[src/rtl/wb_ram_ctrl_if.sv]
// Wishbone classic slave bus bundle for wb_ram_ctrl.
// The master modport drives requests and the slave modport answers them.
interface wb_ram_ctrl_if #(
   parameter int DAT_W = 32
) ();
   logic             wb_cyc_i;
   logic             wb_stb_i;
   logic             wb_we_i;
   logic [31:0]      wb_adr_i;
   logic [DAT_W-1:0] wb_dat_i;
   logic [3:0]       wb_sel_i;
   logic [DAT_W-1:0] wb_dat_o;
   logic             wb_ack_o;

   modport master (
      output wb_cyc_i, wb_stb_i, wb_we_i, wb_adr_i, wb_dat_i, wb_sel_i,
      input  wb_dat_o, wb_ack_o
   );

   modport slave (
      input  wb_cyc_i, wb_stb_i, wb_we_i, wb_adr_i, wb_dat_i, wb_sel_i,
      output wb_dat_o, wb_ack_o
   );
endinterface

[src/rtl/wb_ram_ctrl.sv]
// Wishbone slave to single-port synchronous RAM controller.
// Define WB_RAM_CTRL_SEL_EN to enable byte-lane writes through read-modify-write.
module wb_ram_ctrl #(
   parameter int ADR_W = 11,
   parameter int DAT_W = 32
) (
   input  logic             clk,
   input  logic             rst_n,
   wb_ram_ctrl_if.slave     wb,
   output logic [ADR_W-1:0] ram_adr_o,
   output logic [DAT_W-1:0] ram_dat_o,
   output logic             ram_we_o,
   input  logic [DAT_W-1:0] ram_dat_i
);

   typedef enum logic [2:0] {
      IDLE   = 3'd0,
      RD     = 3'd1,
`ifdef WB_RAM_CTRL_SEL_EN
      RMW_RD = 3'd2,
      RMW_WR = 3'd3,
`endif
      ACK    = 3'd4
   } state_t;

   state_t           state, state_n;
   logic [ADR_W-1:0] adr_q;
   logic [DAT_W-1:0] dat_q;
   logic [DAT_W-1:0] rd_q;
   logic             ack_q;
   logic             req;
   logic             full_wr;
`ifdef WB_RAM_CTRL_SEL_EN
   logic [3:0]       sel_q;
   logic             part_wr;
`endif
   logic             unused_bits;

   assign req = wb.wb_cyc_i & wb.wb_stb_i;

`ifdef WB_RAM_CTRL_SEL_EN
   assign full_wr     = (wb.wb_sel_i == 4'hF);
   assign part_wr     = (wb.wb_sel_i != 4'h0) && (wb.wb_sel_i != 4'hF);
   assign unused_bits = ^{wb.wb_adr_i[31:ADR_W+2], wb.wb_adr_i[1:0]};

   // Selected lanes come from the latched write data, the rest from the RAM.
   function automatic logic [DAT_W-1:0] lane_merge(input logic [DAT_W-1:0] new_d,
                                                   input logic [DAT_W-1:0] old_d,
                                                   input logic [3:0]       sel);
      logic [DAT_W-1:0] r;
      r = old_d;
      for (int n = 0; n < 4; n++) begin
         if (sel[n]) r[8*n +: 8] = new_d[8*n +: 8];
      end
      return r;
   endfunction
`else
   assign full_wr     = 1'b1;
   assign unused_bits = ^{wb.wb_adr_i[31:ADR_W+2], wb.wb_adr_i[1:0], wb.wb_sel_i};
`endif

   always_comb begin
      state_n = state;
      case (state)
         IDLE: begin
            if (req) begin
               if (!wb.wb_we_i) state_n = RD;
`ifdef WB_RAM_CTRL_SEL_EN
               else if (part_wr) state_n = RMW_RD;
`endif
               else state_n = ACK;
            end
         end
         RD:     state_n = wb.wb_cyc_i ? ACK : IDLE;
`ifdef WB_RAM_CTRL_SEL_EN
         RMW_RD: state_n = wb.wb_cyc_i ? RMW_WR : IDLE;
         RMW_WR: state_n = wb.wb_cyc_i ? ACK : IDLE;
`endif
         ACK:    state_n = IDLE;
         default: state_n = IDLE;
      endcase
   end

   // The RAM sees the live bus in IDLE so a request edge also issues the RAM access.
   always_comb begin
      ram_adr_o = adr_q;
      ram_dat_o = dat_q;
      ram_we_o  = 1'b0;
      if (state == IDLE) begin
         ram_adr_o = wb.wb_adr_i[ADR_W+1:2];
         ram_dat_o = wb.wb_dat_i;
         ram_we_o  = req & wb.wb_we_i & full_wr;
      end
`ifdef WB_RAM_CTRL_SEL_EN
      else if (state == RMW_WR) begin
         ram_dat_o = lane_merge(dat_q, ram_dat_i, sel_q);
         ram_we_o  = 1'b1;
      end
`endif
   end

   always_ff @(posedge clk or negedge rst_n) begin
      if (!rst_n) begin
         state <= IDLE;
         adr_q <= '0;
         dat_q <= '0;
         rd_q  <= '0;
         ack_q <= 1'b0;
`ifdef WB_RAM_CTRL_SEL_EN
         sel_q <= '0;
`endif
      end else begin
         state <= state_n;
         ack_q <= (state_n == ACK);
         if (state == IDLE && req) begin
            adr_q <= wb.wb_adr_i[ADR_W+1:2];
            dat_q <= wb.wb_dat_i;
`ifdef WB_RAM_CTRL_SEL_EN
            sel_q <= wb.wb_sel_i;
`endif
         end
         if (state == RD && wb.wb_cyc_i) rd_q <= ram_dat_i;
      end
   end

   assign wb.wb_dat_o = rd_q;
   assign wb.wb_ack_o = ack_q;

endmodule

[src/flat_wrapper.sv]
// flat-port wrapper written by rule: the top's interface ports become plain ports
module wb_ram_ctrl_flat 
#(
   parameter int ADR_W = 11,
   parameter int DAT_W = 32
)
  (clk, rst_n, ram_adr_o, ram_dat_o, ram_we_o, ram_dat_i, wb_wb_cyc_i, wb_wb_stb_i, wb_wb_we_i, wb_wb_adr_i, wb_wb_dat_i, wb_wb_sel_i, wb_wb_dat_o, wb_wb_ack_o);
  wb_ram_ctrl_if #(.DAT_W(DAT_W)) wb_i ();
  input  logic clk;
  input  logic rst_n;
  output logic [ADR_W-1:0] ram_adr_o;
  output logic [DAT_W-1:0] ram_dat_o;
  output logic ram_we_o;
  input  logic [DAT_W-1:0] ram_dat_i;
  input wire logic [$bits(wb_i.wb_cyc_i)-1:0] wb_wb_cyc_i;
  input wire logic [$bits(wb_i.wb_stb_i)-1:0] wb_wb_stb_i;
  input wire logic [$bits(wb_i.wb_we_i)-1:0] wb_wb_we_i;
  input wire logic [$bits(wb_i.wb_adr_i)-1:0] wb_wb_adr_i;
  input wire logic [$bits(wb_i.wb_dat_i)-1:0] wb_wb_dat_i;
  input wire logic [$bits(wb_i.wb_sel_i)-1:0] wb_wb_sel_i;
  output wire logic [$bits(wb_i.wb_dat_o)-1:0] wb_wb_dat_o;
  output wire logic [$bits(wb_i.wb_ack_o)-1:0] wb_wb_ack_o;
  assign wb_i.wb_cyc_i = wb_wb_cyc_i;
  assign wb_i.wb_stb_i = wb_wb_stb_i;
  assign wb_i.wb_we_i = wb_wb_we_i;
  assign wb_i.wb_adr_i = wb_wb_adr_i;
  assign wb_i.wb_dat_i = wb_wb_dat_i;
  assign wb_i.wb_sel_i = wb_wb_sel_i;
  assign wb_wb_dat_o = wb_i.wb_dat_o;
  assign wb_wb_ack_o = wb_i.wb_ack_o;
  wb_ram_ctrl #(.ADR_W(ADR_W), .DAT_W(DAT_W)) u_core (.clk(clk), .rst_n(rst_n), .wb(wb_i), .ram_adr_o(ram_adr_o), .ram_dat_o(ram_dat_o), .ram_we_o(ram_we_o), .ram_dat_i(ram_dat_i));
endmodule
[config.mk]
export PLATFORM = sky130hd
export DESIGN_NAME = wb_ram_ctrl_flat
export DESIGN_NICKNAME = d
export VERILOG_FILES = /design/src/rtl/wb_ram_ctrl_if.sv /design/src/rtl/wb_ram_ctrl.sv /design/src/flat_wrapper.sv
export SDC_FILE = /design/constraint.sdc
export NUM_CORES = 1
export LEC_CHECK = 0
export CORE_MARGIN = 2
export CORE_UTILIZATION = 40
export CTS_CLUSTER_SIZE = 28
export DETAILED_ROUTE_END_ITERATION = 12
export GPL_TIMING_DRIVEN = 0
export MAX_ROUTING_LAYER = met4
export PLACE_DENSITY = 0.79
export SLEW_MARGIN = 5
export SYNTH_ARGS = -nofsm -noshare
export SYNTH_HDL_FRONTEND = slang
export SYNTH_SLANG_ARGS = --single-unit
[constraint.sdc]
create_clock -name clk -period 2.6 [get_ports clk]
set_input_delay 0.39 -clock clk [delete_from_list [all_inputs] [get_ports clk]]
set_output_delay 0.39 -clock clk [all_outputs]
set_load 0.1 [all_outputs]
==> impl_metrics.toml <==
[run_status]
outcome = "complete, no violations"

[global_routing]
antenna_found_initial = 0
grt-ovfl-total = 0
grt_usage = 0.1725
grt_pass1_wl_um = 13200
grt_max_degree = 64
grt_pass1_vias = 2685

[drt]
drt_wl_total_um = 8126
drc = 0
detailroute.via_count = 2408
drt_iter0_drc = 17
firstDrtPassIters = 4
vias_per_cell = 4.750
wl_per_cell_um = 16.03
drtAntennaViolNets = 0

[floorplan]
die_w_um = 100.4
initial_core_util = 0.4082
core_area_um2 = 9109
ios = 182
num_rows = 35
die_h_um = 100.4
fp.dieArea_um2 = 10080

[cts]
clock-root-buffer = "clkbuf_8"
clkLatencyLatePin_ns = 0.34
htree_num_levels = 3
cts_max_path_buffers = 2
numCtsBuffers = 9
clk_pin_slew_ns = 0.09
cts_sinks = 79
cts_tree = "built"

[yosys]
synth_area_per_cell_um2 = 16.83
yosys_warnings = 0
syn_area_um2 = 3719
seq_area_frac_synth = 0.5316
yosysTopAreaCell = "dfrtp_1"
syn_nets = 326
yosysTopAreaCellShare = 0.5316
synthTopCellsByArea = "dfrtp_1, mux2_4, mux2_2"
ys_types = 14
synthCells = 221
synth_seq_cells = 79

[power]
total_power_w = 0.005176
cellPowerDensity_nw_per_um2 = 908.0
irDropWorstVdd_mv = 0.5035
leakage_nw = 2.538

[min_path]
hp-class = "input pin to async pin"

[sta]
finalHoldViolCount = 0
post-route-period-util = 0.9695
fmax_mhz = 396.7
slew_headroom = 0.3325
worst_pin_slew_ns = 0.9981
fin_tns_setup_ns = 0
clock_skew_ns = 0.01394
rsz0062_at_grt = "false"
slew_violations = 0
fin_crit_ns = 2.521
setup_viol = 0

[layout]
diodes = 0
nNetsFinal = 496
n_fill_cell = 705
utilization = 0.6258
drive_above_1_share = 0.4823
area_growth_pct = 53.30

[setup_path]
cp-start-kind = "flop"
critical_path.max_stage_delay_ns = 0.85
critPathMaxFanout = 7
critPathArrivalTime_ns = 2.13
path_delay_family = "buffers and inverters"
cp.required_ns = 2.21
endpoint_kind = "output pin"
path_cells = "nor3_4 -> buf_12 -> mux2_2 -> dlygate4sd2_1"
crit_type = "flop to output pin"
crit_buf_inv = 2
slowest_stage = "dlygate4sd2_1"

[place]
portBuffers = 156
gp_congestion = 0.7655
dp_hpwl_um = 5999

[run]
maxCapViolCount = 0
[state kept, by name, summed over array words and instances, names as in the netlist]
name,count
u_core.adr_q,11
u_core.dat_q,32
u_core.state,3
u_core.wb.wb_ack_o,1
u_core.wb.wb_dat_o,32
[final cells by class]
type / count / area [um^2] / area share
clock buffer: 9 / 123.9 / 0.02173
timing repair buffer: 159 / 1650 / 0.2895
inverter: 1 / 3.754 / 0.0006585
sequential: 79 / 1977 / 0.3468
tap: 111 / 138.9 / 0.02436
clock inverter: 7 / 68.82 / 0.01207
buffer: 13 / 140.1 / 0.02458
multi-input combinational: 128 / 1598 / 0.2803
[logic make-up (layout without fill, tap and decap cells)]
kind of cell,after synthesis,in the layout,share of synthesized area
other,1,1,0.001008
buffers and inverters,14,189,0.03869
muxes,118,118,0.4118
DFF,79,79,0.5316
and+or+nand+nor,7,7,0.01279
AOI/OAI and AO/OA,2,2,0.004037
[synthesized netlist by cell type]
| cell type | instances |
|---|---|
| dfrtp_1 | 79 |
| mux2_2 | 61 |
| mux2_4 | 54 |
| buf_6 | 12 |
| mux2_1 | 3 |
| nor2_1 | 3 |
| o21bai_1 | 2 |
| and3b_1 | 1 |
| buf_2 | 1 |
| conb_1 | 1 |
| inv_1 | 1 |
| nand3_1 | 1 |
| nor2b_1 | 1 |
| nor3_4 | 1 |
[layout by cell type, fill, tap and decap left out]
master and count:
and3b_1 1, buf_12 1, buf_16 1, buf_2 2
buf_4 1, buf_6 12, clkbuf_2 2, clkbuf_8 9
clkdlybuf4s15_2 40, clkdlybuf4s50_1 111, clkinv_4 1, conb_1 1
dfrtp_1 79, dlygate4sd2_1 1, dlygate4sd3_1 1, inv_1 1
inv_6 3, inv_8 3, mux2_1 3, mux2_2 61
mux2_4 54, nand3_1 1, nor2_1 3, nor2b_1 1
nor3_4 1, o21bai_1 2
[layer usage]
metal  wire length (um)  global-route usage  vias to the layer above
li1                   -                   -                     1126
met1               3562              0.2110                     1181
met2               4047              0.2829                       87
met3                418             0.03900                       14
met4                 98             0.05901                        0
met5                  0                   -                        -
[repair_timing]
item,CTS,global route
setup endpoints to repair,44,3
hold buffers,1,0
cloned,0,0
buffers inserted,1,0
endpoints found under the hold margin,16,0
pin swaps,1,0
gates resized for setup,126,6
[path summary, 6_finish.rpt]
kind / from / end / slack (ns) / depth (start not counted)
setup / recovery: u_core.state[1]$_DFF_PN0_ / ram_adr_o[10] / 0.08 / 4
hold / removal: rst_n / u_core.dat_q[10]$_DFFE_PN0P_ / 0.44 / 2
setup reg to reg: u_core.state[1]$_DFF_PN0_ / u_core.wb.wb_dat_o[0]$_DFFE_PN0P_ / 1.10 / 5
hold reg to reg: u_core.adr_q[6]$_DFFE_PN0P_ / u_core.adr_q[6]$_DFFE_PN0P_ / 0.51 / 1
max in group asynchronous: rst_n / u_core.dat_q[30]$_DFFE_PN0P_ / 1.58 / 3
min in group clk: u_core.adr_q[6]$_DFFE_PN0P_ / u_core.adr_q[6]$_DFFE_PN0P_ / 0.51 / 1
[where the power goes]
group          switching [W]  total [W]  leakage [nW]  internal [W]
logic                0.00188    0.00269          1.46      0.000808
registers           0.000132    0.00160         0.978       0.00147
clock network       0.000508   0.000887         0.101      0.000379
[stage by stage]
stage / instances / hold WS (ns) / area [um^2] / setup WS [ns]
floorplan: 221 / 0.09441 / 3719 / 0.03299
global placement: 488 / 0.4809 / 5419 / -1.637
detailed placement: 489 / 0.2764 / 5444 / -0.4938
CTS: 507 / 0.4345 / 5714 / 0.01170
global route: 507 / 0.4568 / 5700 / 0.001319
finish: 507 / 0.4443 / 5700 / 0.07919
Note: power is estimated with default switching activity, not from simulation.
